[src/rtl/fifo_burst_reader.sv]
// fifo_burst_reader: read-side master for an 8-bit FIFO read port.
// Takes a burst request of N bytes, issues active-low read strobes while the
// output buffer has room, retries strobes rejected with underflow, and streams
// the returned bytes downstream on valid/ready with a last marker.
module fifo_burst_reader #(
    parameter int DATA_WIDTH = 8,
    parameter int LEN_WIDTH  = 5,
    parameter int BUF_DEPTH  = 4
) (
    input  logic                  clk,
    input  logic                  rst,
    input  logic                  req_valid,
    input  logic [LEN_WIDTH-1:0]  req_len,
    output logic                  req_ready,
    output logic                  fifo_rd_n,
    input  logic [DATA_WIDTH-1:0] fifo_data,
    input  logic                  fifo_under_flow,
    output logic                  m_valid,
    input  logic                  m_ready,
    output logic [DATA_WIDTH-1:0] m_data,
    output logic                  m_last,
    output logic                  busy,
    output logic                  done,
    output logic [7:0]            uf_cnt
);

    localparam int PTR_W = $clog2(BUF_DEPTH);
    localparam int CNT_W = PTR_W + 1;
    localparam logic [CNT_W:0] DEPTH_V = (CNT_W + 1)'(BUF_DEPTH);

    typedef enum logic [1:0] {
        ST_IDLE,
        ST_READ,
        ST_DRAIN,
        ST_DONE
    } state_t;

    state_t                state_q, state_d;
    logic [LEN_WIDTH-1:0]  to_issue_q, to_issue_d;
    logic [LEN_WIDTH-1:0]  to_deliver_q, to_deliver_d;
    logic                  inflight_q, inflight_d;
    logic [7:0]            uf_cnt_q, uf_cnt_d;
    logic [PTR_W-1:0]      wr_ptr_q, wr_ptr_d;
    logic [PTR_W-1:0]      rd_ptr_q, rd_ptr_d;
    logic [CNT_W-1:0]      count_q, count_d;
    logic [DATA_WIDTH-1:0] buf_data_q [BUF_DEPTH];
    logic [DATA_WIDTH-1:0] buf_data_d [BUF_DEPTH];
    logic                  buf_last_q [BUF_DEPTH];
    logic                  buf_last_d [BUF_DEPTH];

    logic [CNT_W:0]        occupancy;
    logic                  rd_strobe;
    logic                  resp_ok;
    logic                  resp_retry;
    logic                  head_valid;
    logic                  head_last;
    logic                  pop;

    // Space reserved for the byte already requested keeps the buffer from overflowing.
    assign occupancy  = {1'b0, count_q} + (CNT_W + 1)'(inflight_q);
    assign rd_strobe  = (state_q == ST_READ) && (to_issue_q != '0) && (occupancy < DEPTH_V);
    assign resp_ok    = inflight_q && !fifo_under_flow;
    assign resp_retry = inflight_q && fifo_under_flow;
    assign head_valid = (count_q != '0);
    assign head_last  = buf_last_q[rd_ptr_q];
    assign pop        = head_valid && m_ready;

    assign fifo_rd_n = !rd_strobe;
    assign req_ready = (state_q == ST_IDLE);
    assign busy      = (state_q != ST_IDLE);
    assign done      = (state_q == ST_DONE);
    assign uf_cnt    = uf_cnt_q;
    assign m_valid   = head_valid;
    assign m_last    = head_valid && head_last;
    assign m_data    = head_valid ? buf_data_q[rd_ptr_q] : '0;

    // Next-state logic: burst sequencing plus issue/delivery/retry bookkeeping.
    always_comb begin
        // NOTE: every variable gets a default first so no path leaves it unassigned (no latch).
        state_d      = state_q;
        to_issue_d   = to_issue_q;
        to_deliver_d = to_deliver_q;
        uf_cnt_d     = uf_cnt_q;
        inflight_d   = rd_strobe;

        if (rd_strobe) begin
            to_issue_d = to_issue_d - LEN_WIDTH'(1);
        end
        if (resp_retry) begin
            to_issue_d = to_issue_d + LEN_WIDTH'(1);
            if (uf_cnt_q != 8'hFF) begin
                uf_cnt_d = uf_cnt_q + 8'd1;
            end
        end
        if (resp_ok) begin
            to_deliver_d = to_deliver_q - LEN_WIDTH'(1);
        end

        case (state_q)
            ST_IDLE: begin
                if (req_valid) begin
                    to_issue_d   = req_len;
                    to_deliver_d = req_len;
                    uf_cnt_d     = '0;
                    state_d      = (req_len == '0) ? ST_DONE : ST_READ;
                end
            end
            ST_READ: begin
                // The final byte can already be at the head and accepted in this cycle.
                if ((to_issue_q == '0) && !inflight_q) begin
                    state_d = (pop && head_last) ? ST_DONE : ST_DRAIN;
                end
            end
            ST_DRAIN: begin
                if (pop && head_last) begin
                    state_d = ST_DONE;
                end
            end
            ST_DONE: begin
                state_d = ST_IDLE;
            end
            default: begin
                state_d = ST_IDLE;
            end
        endcase
    end

    // Output buffer next-state: push accepted responses, pop on downstream accept.
    always_comb begin
        buf_data_d = buf_data_q;
        buf_last_d = buf_last_q;
        wr_ptr_d   = wr_ptr_q;
        rd_ptr_d   = rd_ptr_q;
        if (resp_ok) begin
            buf_data_d[wr_ptr_q] = fifo_data;
            buf_last_d[wr_ptr_q] = (to_deliver_q == LEN_WIDTH'(1));
            wr_ptr_d             = wr_ptr_q + PTR_W'(1);
        end
        if (pop) begin
            rd_ptr_d = rd_ptr_q + PTR_W'(1);
        end
        count_d = count_q + CNT_W'(resp_ok) - CNT_W'(pop);
    end

    // Control state register with asynchronous reset.
    always_ff @(posedge clk or posedge rst) begin
        // NOTE: sequential state uses non-blocking assignments so all flops update together.
        if (rst) begin
            state_q      <= ST_IDLE;
            to_issue_q   <= '0;
            to_deliver_q <= '0;
            inflight_q   <= 1'b0;
            uf_cnt_q     <= '0;
            wr_ptr_q     <= '0;
            rd_ptr_q     <= '0;
            count_q      <= '0;
        end else begin
            state_q      <= state_d;
            to_issue_q   <= to_issue_d;
            to_deliver_q <= to_deliver_d;
            inflight_q   <= inflight_d;
            uf_cnt_q     <= uf_cnt_d;
            wr_ptr_q     <= wr_ptr_d;
            rd_ptr_q     <= rd_ptr_d;
            count_q      <= count_d;
        end
    end

    // Buffer storage register.
    always_ff @(posedge clk) begin
        // NOTE: storage is not reset; the cleared count marks every entry empty and outputs are gated.
        buf_data_q <= buf_data_d;
        buf_last_q <= buf_last_d;
    end

endmodule

[config.mk]
export PLATFORM = sky130hd
export DESIGN_NAME = fifo_burst_reader
export DESIGN_NICKNAME = d
export VERILOG_FILES = /design/src/rtl/fifo_burst_reader.sv
export SDC_FILE = /design/constraint.sdc
export NUM_CORES = 1
export LEC_CHECK = 0
export CAP_MARGIN = 5
export CELL_PAD_IN_SITES_DETAIL_PLACEMENT = 1
export CELL_PAD_IN_SITES_GLOBAL_PLACEMENT = 1
export CORE_MARGIN = 4
export CORE_UTILIZATION = 40
export CTS_BUF_LIST = sky130_fd_sc_hd__clkbuf_16
export CTS_CLUSTER_DIAMETER = 200
export DETAILED_ROUTE_END_ITERATION = 12
export PLACE_DENSITY_LB_ADDON = 0.12
export SYNTH_ARGS = -nofsm -noshare
export SYNTH_HDL_FRONTEND = slang
export SYNTH_SLANG_ARGS = --single-unit
export TNS_END_PERCENT = 100
[constraint.sdc]
create_clock -name clk -period 2.28 [get_ports clk]
set_input_delay 0.456 -clock clk [delete_from_list [all_inputs] [get_ports clk]]
set_output_delay 0.456 -clock clk [all_outputs]
set_load 0.005 [all_outputs]
-- Word level (Yosys, flattened, before mapping)
Index checks and enable logic that the tools add are counted.
- register bits: 64
- latch bits: 0
- memory bits (writable): 0
- memory bits (read-only): 0
- input bits: 18
- output and inout bits: 22
- logic and storage cells: 88
- memories kept: 0
- add/subtract/negate cells: 9
- multipliers: 0
- divide/modulo/power cells: 0
- order comparisons: 4
- eq/ne operators: 8
- shift-type cells: 0
- mux-type cells: 30
- bitwise logic cells: 2
- reduce and logical (&&, ||, !) cells: 19
- operators with widths (operator ; number):
    $mux 8 ; 8
    $mux 5 ; 7
    $bwmux 32 ; 1
    $bmux 8 s2 ; 1
    $demux 8 s2 ; 1
    $logic_not 5->1 ; 2
    $sub 5x1->5 const B ; 2
    $logic_and 1x1->1 ; 9
    $add 8x1->8 const B ; 1
    $mux 2 ; 4
    $ne 8x8->1 const B ; 1
    $pmux 2 s4 ; 1
    $ge 3x3->1 const B ; 2
    $not 2->3 ; 2
    $add 5x1->5 const B ; 1
    $eq 5x1->1 const B ; 1
    $reduce_bool 5->1 ; 1
    $add 2x1->2 const B ; 2
    $add 3x1->4 ; 1
    $bwmux 4 ; 1
    $eq 2x2->1 const B ; 2
    $lt 4x3->1 const B ; 1
    $mux 1 ; 4
    $ne 2x2->1 const B ; 2
    12 further kinds ; 14

-- Logic depth before layout (Yosys ltp)
Gate-level depths: netlist (run 1).
- word-level depth: 8
- mapped depth: 10
- mapped depth without buffers: 8

-- Worst setup path before layout (run 1)
No wires, ideal clock.
- path type: reg2reg
- start: register count_q[0]
- end: register count_q[2]
- library setup time: 0.123 ns
- arrival: 2.123 ns
- data required time: 2.157 ns
- path slack: 0.035 ns
- cell stages (with the launch flop): 9
- buffers on the path: 1
- period minus slack after synthesis: 2.245 ns
- cell sequence: dfrtp_1 or3_2 and2_1 clkbuf_1 ha_1 inv_1 ha_1 fa_1 xnor2_1
- cells in the longest elaborated chain, start to end: 3
- elaborated cells on any way between the ends: 4
- classes of those cells: add/sub: 2; reduce/logical: 2
- RTL lines (element ; line ; text):
    start, declared ; 45 ; logic [CNT_W-1:0] count_q, count_d;
    start signal, assigned ; 165 ; count_q <= count_d;
    $reduce_bool 3->1 ; 64 ; assign head_valid = (count_q != '0);
    $logic_and 1x1->1 ; 66 ; assign pop = head_valid && m_ready;
    via pop ; 57 ; logic pop;
    $sub 3x1->3 ; 142 ; count_d = count_q + CNT_W'(resp_ok) - CNT_W'(pop);
    via count_d[2] ; 45 ;
The timed path passes the listed nets, and every way through them passes these cells.
A chain may end at the register's enable or synchronous reset.

-- Worst setup path in the final report (run 1)
- start: register rd_ptr_q[0]
- end: output port m_data[4]
- cells in the longest elaborated chain, start to end: 5
- RTL lines (element ; line ; text):
    start, declared ; 44 ; logic [PTR_W-1:0] rd_ptr_q, rd_ptr_d;
    start signal, assigned ; 164 ; rd_ptr_q <= rd_ptr_d;
    $not 2->3 (implied by the code) ; 75 ; assign m_data = head_valid ? buf_data_q[rd_ptr_q] : '0;
    $bmux 8 s2 ; 75 ;
    $mux 8 (implied by the code) (2 in a row) ; 75 ;
    $mux 8 ; 75 ;
    end, declared ; 20 ; output logic [DATA_WIDTH-1:0] m_data,
Every way passes these cells. The select of a mux whose other input is x is not followed.

==> results of run 1 <==
final cells by class:
cell class / count / area (um2) / area share [%]
Multi-Input combinational cell: 150 / 1240 / 29.5
Sequential cell: 64 / 1780 / 42.5
Timing Repair Buffer: 76 / 673 / 16.0
Clock buffer: 9 / 225 / 5.37
Tap cell: 99 / 124 / 2.95
Inverter: 18 / 67.6 / 1.61
Clock inverter: 7 / 87.6 / 2.09
timing repair:
action / 4_1_cts / 5_1_grt
pin swaps: 4 / 3
gates resized for setup: 23 / 22
gates cloned: 0 / 0
buffers inserted: 11 / 3
setup endpoints to repair: 11 / 10
cells in the final DEF (no fill, tap or decap), types with 4 or more instances in the layout:
cell	count
clkbuf_16	9
dfrtp_1	27
mux4_2	9
and2_4	4
a21oi_1	9
nand2_1	15
clkdlybuf4s50_1	29
clkbuf_2	7
nand3_1	4
nor2_1	17
o21ai_0	5
and2_1	12
xnor2_1	15
nor3_1	4
inv_1	18
ha_1	13
edfxtp_1	36
buf_4	32
xor2_1	5
stage by stage:
stage | util (%) | cell area [um2] | hold slack, ns | cells | power, W
after global routing | 56.7 | 4200 | 0.560 | 423 | 0.00572
final | 56.7 | 4200 | 0.505 | 423 | 0.00533
after CTS | 56.3 | 4170 | 0.522 | 420 | 0.00531
after detailed placement | 50.7 | 3750 | 0.551 | 393 | 0.00371
after global placement | 50.7 | 3750 | 0.522 | 393 | 0.00363
after floorplan | - | 3100 | 0.511 | 242 | 0.00284
state kept, by name (all words and copies together), names as in the netlist:
name / count
to_deliver_q: 5
to_issue_q: 5
buf_last_q: 4
uf_cnt: 8
buf_data_q: 32
wr_ptr_q: 2
inflight_q: 1
state_q: 2
rd_ptr_q: 2
count_q: 3
kinds of logic after synthesis:
group / Yosys count
fa+ha+maj: 16
mux: 12
xor+xnor: 20
compound gates: 29
buf+inv: 28
flops: 64
simple gates: 73
where the power goes:
part           switching [W]  internal [W]
registers           0.000196       0.00147
logic               0.000980       0.00126
clock network       0.000484      0.000946
total                0.00166       0.00367
worst max path at each step:
| stage | to | startpoint | slack [ns] |
|---|---|---|---|
| finish | m_data[4] | rd_ptr_q[0]$_DFFE_PP0P_ | 0.007 |
| global route | m_data[4] | rd_ptr_q[0]$_DFFE_PP0P_ | -0.04 |
| CTS | m_data[0] | rd_ptr_q[0]$_DFFE_PP0P_ | -0.11 |
| detailed placement | count_q[2]$_DFF_PP0_ | fifo_under_flow | 0.0007 |
| global placement | count_q[2]$_DFF_PP0_ | fifo_under_flow | 0.03 |
| floorplan | count_q[2]$_DFF_PP0_ | count_q[0]$_DFF_PP0_ | 0.03 |
worst max-delay path: cells and delay by family, from the launching register on:
| family | cells | cell delay (ns) |
|---|---|---|
| simple gates | 1 | 0.15 |
| buf+inv | 4 | 0.49 |
| mux | 1 | 0.42 |
| flops | 1 | 0.43 |
routing by layer:
layer	track usage [%]	vias up
li1	-	1012
met1	21.6	1058
met2	28.8	34
met3	4.77	8
met4	5.33	0
met5	0	-
==> impl_metrics.yaml, run 1 <==
route:
  wl_met1_um: 3070
  first_pass_iters: 4
  drtIter0Drc: 66
  post_drt_wl_per_cell_um: 16.7
  routed-wl-met3_um: 228
  vias_per_cell: 4.99
  route.detailed.drc: 0
  vias: 2112
  ant_nets: 0
  routed_wirelength_um: 7050
  wl_met2_um: 3660
  dr.max_layer_used: "met4"
synthesis:
  ys_seq_area_share_pct: 57.5
  synth_edf_count: 36
  synth_ff_type: "edfxtp_1"
  avgSynthCellArea_um2: 12.8
  ys_ff_latch: 64
  synth.net_count: 276
  synth_top_family_by_area: "simple AND/OR/NAND/NOR gates"
  synthTopCellsByCount: "edfxtp_1, dfrtp_1, inv_1"
  synthDistinctLibCells: 45
  synthSimpleGateAreaFrac_pct: 12.3
  synth-adder-area-share_pct: 6.70
  synth_cells: 242
  synth.most_common_cell: "edfxtp_1"
  yosys.area.top_type: "edfxtp_1"
  synth_mux_area_share_pct: 7.91
  synth_xor_xnor_area_share_pct: 5.65
  synthArstFlopShare_pct: 43.8
  yosys-top-cells-area: "edfxtp_1, dfrtp_1, mux4_2"
  syn_area_um2: 3100
  synth_top_cell_area_share_pct: 34.9
  synth_compound_area_share_pct: 6.30
  synth_warnings: 0
worst_setup_path:
  critPathSlowestCell: "dfrtp_2"
  max_stage_delay_ns: 0.43
  start_kind: "register"
  crit_top_cell: "buf_12"
  arrival_ns: 1.82
  cp.required_ns: 1.82
  worstSetupEndpointType: "output port"
  path_class: "register to output port"
  r2r_setup_slack_ns: 0.10
  r2r_start: "count_q[2]$_DFF_PP0_"
  cp_max_fo: 4
  crit_chain: "buf_12 > buf_12 > buf_4 > mux4_2 > and2_4 > clkbuf_2"
  timing.rr.end: "to_issue_q[4]$_DFF_PP0_"
  rr_worst_depth: 8
floorplan:
  die_y_um: 96.0
  die_w_um: 96.0
  die_area_um2: 9220
  start_util_pct: 41.9
  rows: 31
  core_um2: 7410
  ios: 40
global_route:
  grt_remaining_overflow: 0
  grt_pass1_wl_um: 11600
  first_global_vias: 2336
  track_usage_pct: 17.2
  grt_max_degree: 29
  antenna_found_initial: 0
clocking:
  clk_pin_slew_ns: 0.05
  clock_sinks: 64
  cts_hold_buffers: 0
  cts_tree: "built"
  h-tree-depth: 3
  cts_made_buffers: 9
  cts-root-buf: "clkbuf_16"
  clkLatencyLatePin_ns: 0.32
  clk_path_buf_depth: 2
timing:
  fin_crit_sh_pct: 99.7
  worstMarginPinSlew_ns: 0.609
  max_freq_mhz: 440
  clock_skew_ns: 0.00455
  hold_viol: 0
  relSlewSlack_pct: 58.8
  finalSetupViolations: 0
  maxSlewViolCount: 0
  tns_ns: 0
  rsz0062_at_grt: "yes"
  setup_ws_ns: 0.00737
  post-route-min-period_ns: 2.27
placed_design:
  hpwl_um: 4900
  placement.io_buffers: 39
  gp_congestion: 0.738
  pre_cts_slack_ns: 0.000732
run:
  cap_violations: 0
power_and_ir_drop:
  power_density_nw_per_um2: 1270
  leakage_nw: 1.68
  peakVddDrop_mv: 0.505
finish:
  fillCellCount: 775
  nets: 353
  drive_gt1_share_pct: 26.2
  syn_to_final_growth_pct: 35.4
  n_antenna_cell: 0
run_status:
  status: "completed"
worst_hold_path:
  hp-class: "primary input to async pin"
No activity file was read; power rests on OpenSTA's default activity.
==> inputs of run 2 (changes only) <==
--- a/config.mk
+++ b/config.mk
@@ -8,7 +8,6 @@
 export CAP_MARGIN = 5
 export CELL_PAD_IN_SITES_DETAIL_PLACEMENT = 1
 export CELL_PAD_IN_SITES_GLOBAL_PLACEMENT = 1
-export CORE_MARGIN = 4
 export CORE_UTILIZATION = 40
 export CTS_BUF_LIST = sky130_fd_sc_hd__clkbuf_16
 export CTS_CLUSTER_DIAMETER = 200
==> run 2 against run 1 <==
The run now ends with setup timing left. Sequential power hardly changed. Hold slack better by 0.0068 ns. First-iteration DRC count is 15% higher. Combinational power hardly changed. Sequential share of layout area is 0.18 points lower. Highest routed layer unchanged. Critical path type unchanged. Count of clock-buffer cells in the layout stayed put. Clock skew is 0.00088 ns lower. Core utilization is 0.59 points higher. Setup slack worse by 0.015 ns. Critical path depth is 2 lower. Clock power hardly changed.
==> impl_metrics.yaml, run 2 (synthesized netlist as in run 1, its figures left out) <==
run_status:
  status: "finished, violations left"
  violations: "setup timing"
timing:
  post-route-min-period_ns: 2.29
  rsz0062_at_grt: "yes"
  max_freq_mhz: 437
  finalSetupViolations: 1
  relSlewSlack_pct: 53.8
  maxSlewViolCount: 0
  fin_crit_sh_pct: 100
  hold_viol: 0
  clock_skew_ns: 0.00367
  hold_ws_ns: 0.512
  worstMarginPinSlew_ns: 0.683
  setup_ws_ns: -0.00721
worst_hold_path:
  hp-class: "primary input to async pin"
floorplan:
  die_y_um: 90.0
  die_w_um: 90.0
  die_area_um2: 8110
  start_util_pct: 42.1
  rows: 31
  ios: 40
  core_um2: 7370
route:
  vias: 2109
  drtIter0Drc: 76
  first_pass_iters: 4
  vias_per_cell: 4.99
  ant_nets: 0
  post_drt_wl_per_cell_um: 16.4
  routed_wirelength_um: 6950
  route.detailed.drc: 0
global_route:
  grt_max_degree: 29
  grt_remaining_overflow: 0
  grt.busiest_layer: "met2"
  antenna_found_initial: 0
  met2_usage_pct: 31.5
  gr-usage-met1_pct: 23.5
  first_global_vias: 2300
  grt_pass1_wl_um: 11600
  track_usage_pct: 19.0
  grtUsageMet3_pct: 3.98
clocking:
  clock_sinks: 64
  clkLatencyLatePin_ns: 0.33
  cts_made_buffers: 9
  cts_tree: "built"
  cts_hold_buffers: 0
  cts-root-buf: "clkbuf_16"
  clk_pin_slew_ns: 0.05
  clk_path_buf_depth: 2
  h-tree-depth: 3
finish:
  largest_reg_flops: 32
  n_antenna_cell: 0
  fillCellCount: 761
  stdcell_area_um2: 4220
  layout_common_cells: "edfxtp_1, buf_4, clkdlybuf4s50_1, dfrtp_1, inv_1"
  top_register: "buf_data_q"
  drive_gt1_share_pct: 25.6
  final_common_cell: "edfxtp_1"
  nets: 353
  syn_to_final_growth_pct: 36.1
power_and_ir_drop:
  switching_share_pct: 31.1
  power_frac_comb_pct: 42.2
  power_density_nw_per_um2: 1270
  peakVddDrop_mv: 0.474
  power.share.clock_pct: 26.6
  seqPwrFrac_pct: 31.2
  p_int_w: 0.00370
  p_switching_w: 0.00167
  leakage_nw: 1.69
worst_setup_path:
  worstSetupEndpointType: "output port"
  start_kind: "register"
  cp_max_fo: 7
  path_class: "register to output port"
  cp.required_ns: 1.82
  arrival_ns: 1.83
placed_design:
  gp_congestion: 0.776
  placed_area_um2: 3760
  hpwl_um: 4590
  placement.io_buffers: 39
run:
  cap_violations: 0
[run 2: cell type report]
class                      instances  area (um2)  share of cell area [%]
tap                               99         124                    2.94
timing repair buffer              76         683                    16.2
inverter                          18        67.6                    1.60
sequential                        64        1780                    42.3
multi-input combinational        150        1250                    29.6
clock buffer                       9         225                    5.34
clock inverter                     7        87.6                    2.08
[run 2: worst paths after layout]
check / cells after the start / to / slack, ns / startpoint
setup reg to reg: 9 / to_issue_q[4]$_DFF_PP0_ / 0.04 / count_q[1]$_DFF_PP0_
setup / recovery: 4 / m_valid / -0.007 / count_q[0]$_DFF_PP0_
hold / removal: 3 / wr_ptr_q[1]$_DFFE_PP0P_ / 0.51 / rst
hold reg to reg: 1 / state_q[0]$_DFFE_PP0P_ / 0.54 / state_q[0]$_DFFE_PP0P_
min in group clk: 1 / state_q[0]$_DFFE_PP0P_ / 0.54 / state_q[0]$_DFFE_PP0P_
max in group asynchronous: 3 / count_q[2]$_DFF_PP0_ / 1.47 / rst
[run 2: what timing repair did]
item / in CTS / in global routing
setup buffers: 11 / 2
pin swaps: 8 / 4
resized for setup: 30 / 11
setup endpoints to repair: 11 / 12
[run 2: power by group through the flow]
stage,Clock [W],Sequential (W),Combinational [W]
global route,0.00151,0.00170,0.00254
detailed placement,0,0.00169,0.00199
CTS,0.00146,0.00167,0.00225
floorplan,0,0.00164,0.00121
finish,0.00143,0.00167,0.00227
global placement,0,0.00168,0.00195
[run 2: per-stage QoR]
stage,power [W],setup TNS [ns],std cells,utilization [%],setup WS [ns]
CTS,0.00538,-0.0205,421,57.2,-0.0204
global placement,0.00363,0,394,51.0,0.0241
floorplan,0.00284,0,242,-,0.0347
detailed placement,0.00369,0,394,51.0,0.00368
finish,0.00537,-0.00721,423,57.2,-0.00721
global route,0.00575,-0.124,423,57.2,-0.0493
[run 2: worst max-delay path, stage by stage (launching register included)]
cell and delay, ns:
dfrtp_1 0.40, or3_4 0.40, buf_6 0.15, buf_12 0.13, clkdlybuf4s50_1 0.43
[run 2: per-layer routing]
metal	up-vias	part of all wire [%]
met2	34	50
met5	-	0
met3	15	2.5
met1	1046	45
met4	0	2.2
li1	1014	-
==> inputs of run 3 (changes only) <==
--- a/config.mk
+++ b/config.mk
@@ -8,6 +8,7 @@
 export CAP_MARGIN = 5
 export CELL_PAD_IN_SITES_DETAIL_PLACEMENT = 1
 export CELL_PAD_IN_SITES_GLOBAL_PLACEMENT = 1
+export CORE_ASPECT_RATIO = 0.5
 export CORE_UTILIZATION = 40
 export CTS_BUF_LIST = sky130_fd_sc_hd__clkbuf_16
 export CTS_CLUSTER_DIAMETER = 200
==> run 3 against run 2 <==
The flow still finishes with violations (setup timing). Sequential power about the same. Critical path type is now register to register. Clock skew grew 0.0032 ns. Register-to-register slack lost 0.07 ns. Hold slack worse by 0.014 ns. Cell area fell by 0.86%.
==> impl_metrics.yaml, run 3 (synthesized netlist as in run 1, its figures left out) <==
timing:
  hold_viol: 0
  post-route-min-period_ns: 2.31
  clock_skew_ns: 0.00692
  maxSlewViolCount: 0
  max_freq_mhz: 433
  rsz0062_at_grt: "yes"
  finalSetupViolations: 1
  worstMarginPinSlew_ns: 0.611
  setup_ws_ns: -0.0289
  relSlewSlack_pct: 58.7
  fin_crit_sh_pct: 101
power_and_ir_drop:
  leakage_nw: 1.67
  peakVddDrop_mv: 0.606
  power_density_nw_per_um2: 1290
placed_design:
  pre_cts_slack_ns: -0.0211
  gp_congestion: 0.768
  placement.io_buffers: 39
  hpwl_um: 4840
worst_setup_path:
  cp.required_ns: 2.50
  arrival_ns: 2.53
  worstSetupEndpointType: "register"
  path_class: "register to register"
  cp_max_fo: 3
  start_kind: "register"
floorplan:
  ios: 40
  die_w_um: 127
  core_um2: 7400
  rows: 22
  start_util_pct: 41.9
  die_y_um: 64.3
  die_area_um2: 8130
clocking:
  cts_tree: "built"
  h-tree-depth: 3
  clk_pin_slew_ns: 0.05
  clkLatencyLatePin_ns: 0.33
  cts_made_buffers: 9
  clk_path_buf_depth: 2
  clock_sinks: 64
  cts-root-buf: "clkbuf_16"
route:
  vias: 2084
  routed_wirelength_um: 7070
  ant_nets: 0
  vias_per_cell: 5.00
  post_drt_wl_per_cell_um: 16.9
  route.detailed.drc: 0
  drtIter0Drc: 93
  first_pass_iters: 4
finish:
  fillCellCount: 750
  largest_reg_flops: 32
  drive_gt1_share_pct: 22.7
  layout_common_cells: "edfxtp_1, buf_4, clkdlybuf4s50_1, dfrtp_1, inv_1"
  nets: 350
  fin_util_pct: 56.5
  syn_to_final_growth_pct: 34.9
  final_common_cell: "edfxtp_1"
  n_antenna_cell: 0
  top_register: "buf_data_q"
run:
  cap_violations: 0
worst_hold_path:
  hp-class: "primary input to async pin"
global_route:
  first_global_vias: 2218
  antenna_found_initial: 0
  grt_remaining_overflow: 0
  grt_pass1_wl_um: 11300
  grt_max_degree: 29
  track_usage_pct: 19.2
run_status:
  violations: "setup timing"
  status: "finished, violations left"
[run 3: changes by cell type in the layout (fill, tap and decap cells not counted), moves of 2 or more]
cell and delta:
and2_4 -3, buf_12 -2, buf_2 -2, buf_4 -2
and2_1 +3, clkdlybuf4s15_1 +3
[run 3: metal layers]
metal,vias up,global-route usage (%),share of wire [%]
met5,-,0,0
met4,0,7.68,0.91
met3,8,6.11,4.0
met2,41,31.4,48
met1,1021,23.9,47
li1,1014,-,-
[run 3: layout make-up]
class                           instances  area [um2]  area share [%]
Multi-Input combinational cell        150        1220            29.2
Clock buffer                            9         225            5.38
Clock inverter                          7         113            2.69
Sequential cell                        64        1780            42.6
Timing Repair Buffer                   73         653            15.6
Inverter                               18        67.6            1.62
Tap cell                               96         120            2.87
[run 3: where the power goes]
part           internal (W)  switching, W  total (W)
clock               0.00106      0.000494    0.00155
combinational       0.00120      0.000964    0.00217
sequential          0.00147      0.000210    0.00168
total               0.00373       0.00167    0.00540
[run 3: what timing repair did]
action,4_1_cts,5_1_grt
resized for setup,19,15
gates cloned,0,1
hold buffers,0,0
setup buffers,6,5
pin swaps,4,3
setup endpoints to repair,12,7
[run 3: path summary, 6_finish.rpt]
| kind | start | end | slack (ns) | depth (start not counted) |
|---|---|---|---|---|
| setup / recovery | count_q[2]$_DFF_PP0_ | count_q[2]$_DFF_PP0_ | -0.03 | 8 |
| max in group asynchronous | rst | rd_ptr_q[0]$_DFFE_PP0P_ | 1.47 | 3 |
| min in group clk | uf_cnt[6]$_DFF_PP0_ | uf_cnt[6]$_DFF_PP0_ | 0.54 | 1 |
| hold / removal | rst | uf_cnt[3]$_DFF_PP0_ | 0.50 | 3 |
| hold reg to reg | uf_cnt[6]$_DFF_PP0_ | uf_cnt[6]$_DFF_PP0_ | 0.54 | 1 |
| setup reg to reg | count_q[2]$_DFF_PP0_ | count_q[2]$_DFF_PP0_ | -0.03 | 8 |
[run 3: through the flow]
| stage | hold WS (ns) | instances | total power [W] | instance area, um2 | TNS (ns) |
|---|---|---|---|---|---|
| 2_1_floorplan | 0.511 | 242 | 0.00284 | 3100 | 0 |
| 3_3_place_gp | 0.527 | 389 | 0.00362 | 3740 | 0 |
| 3_5_place_dp | 0.530 | 389 | 0.00372 | 3740 | -0.0211 |
| 4_1_cts | 0.508 | 411 | 0.00535 | 4130 | -0.0898 |
| 5_1_grt | 0.558 | 417 | 0.00575 | 4180 | -0.123 |
| 6_report | 0.498 | 417 | 0.00540 | 4180 | -0.0289 |
[run 3: critical path: stages (launching register included)]
cell	delay, ns
dfrtp_1	0.40
buf_4	0.14
or3_4	0.40
and2_4	0.19
ha_1	0.28
inv_1	0.04
ha_1	0.19
fa_1	0.40
xnor2_1	0.14
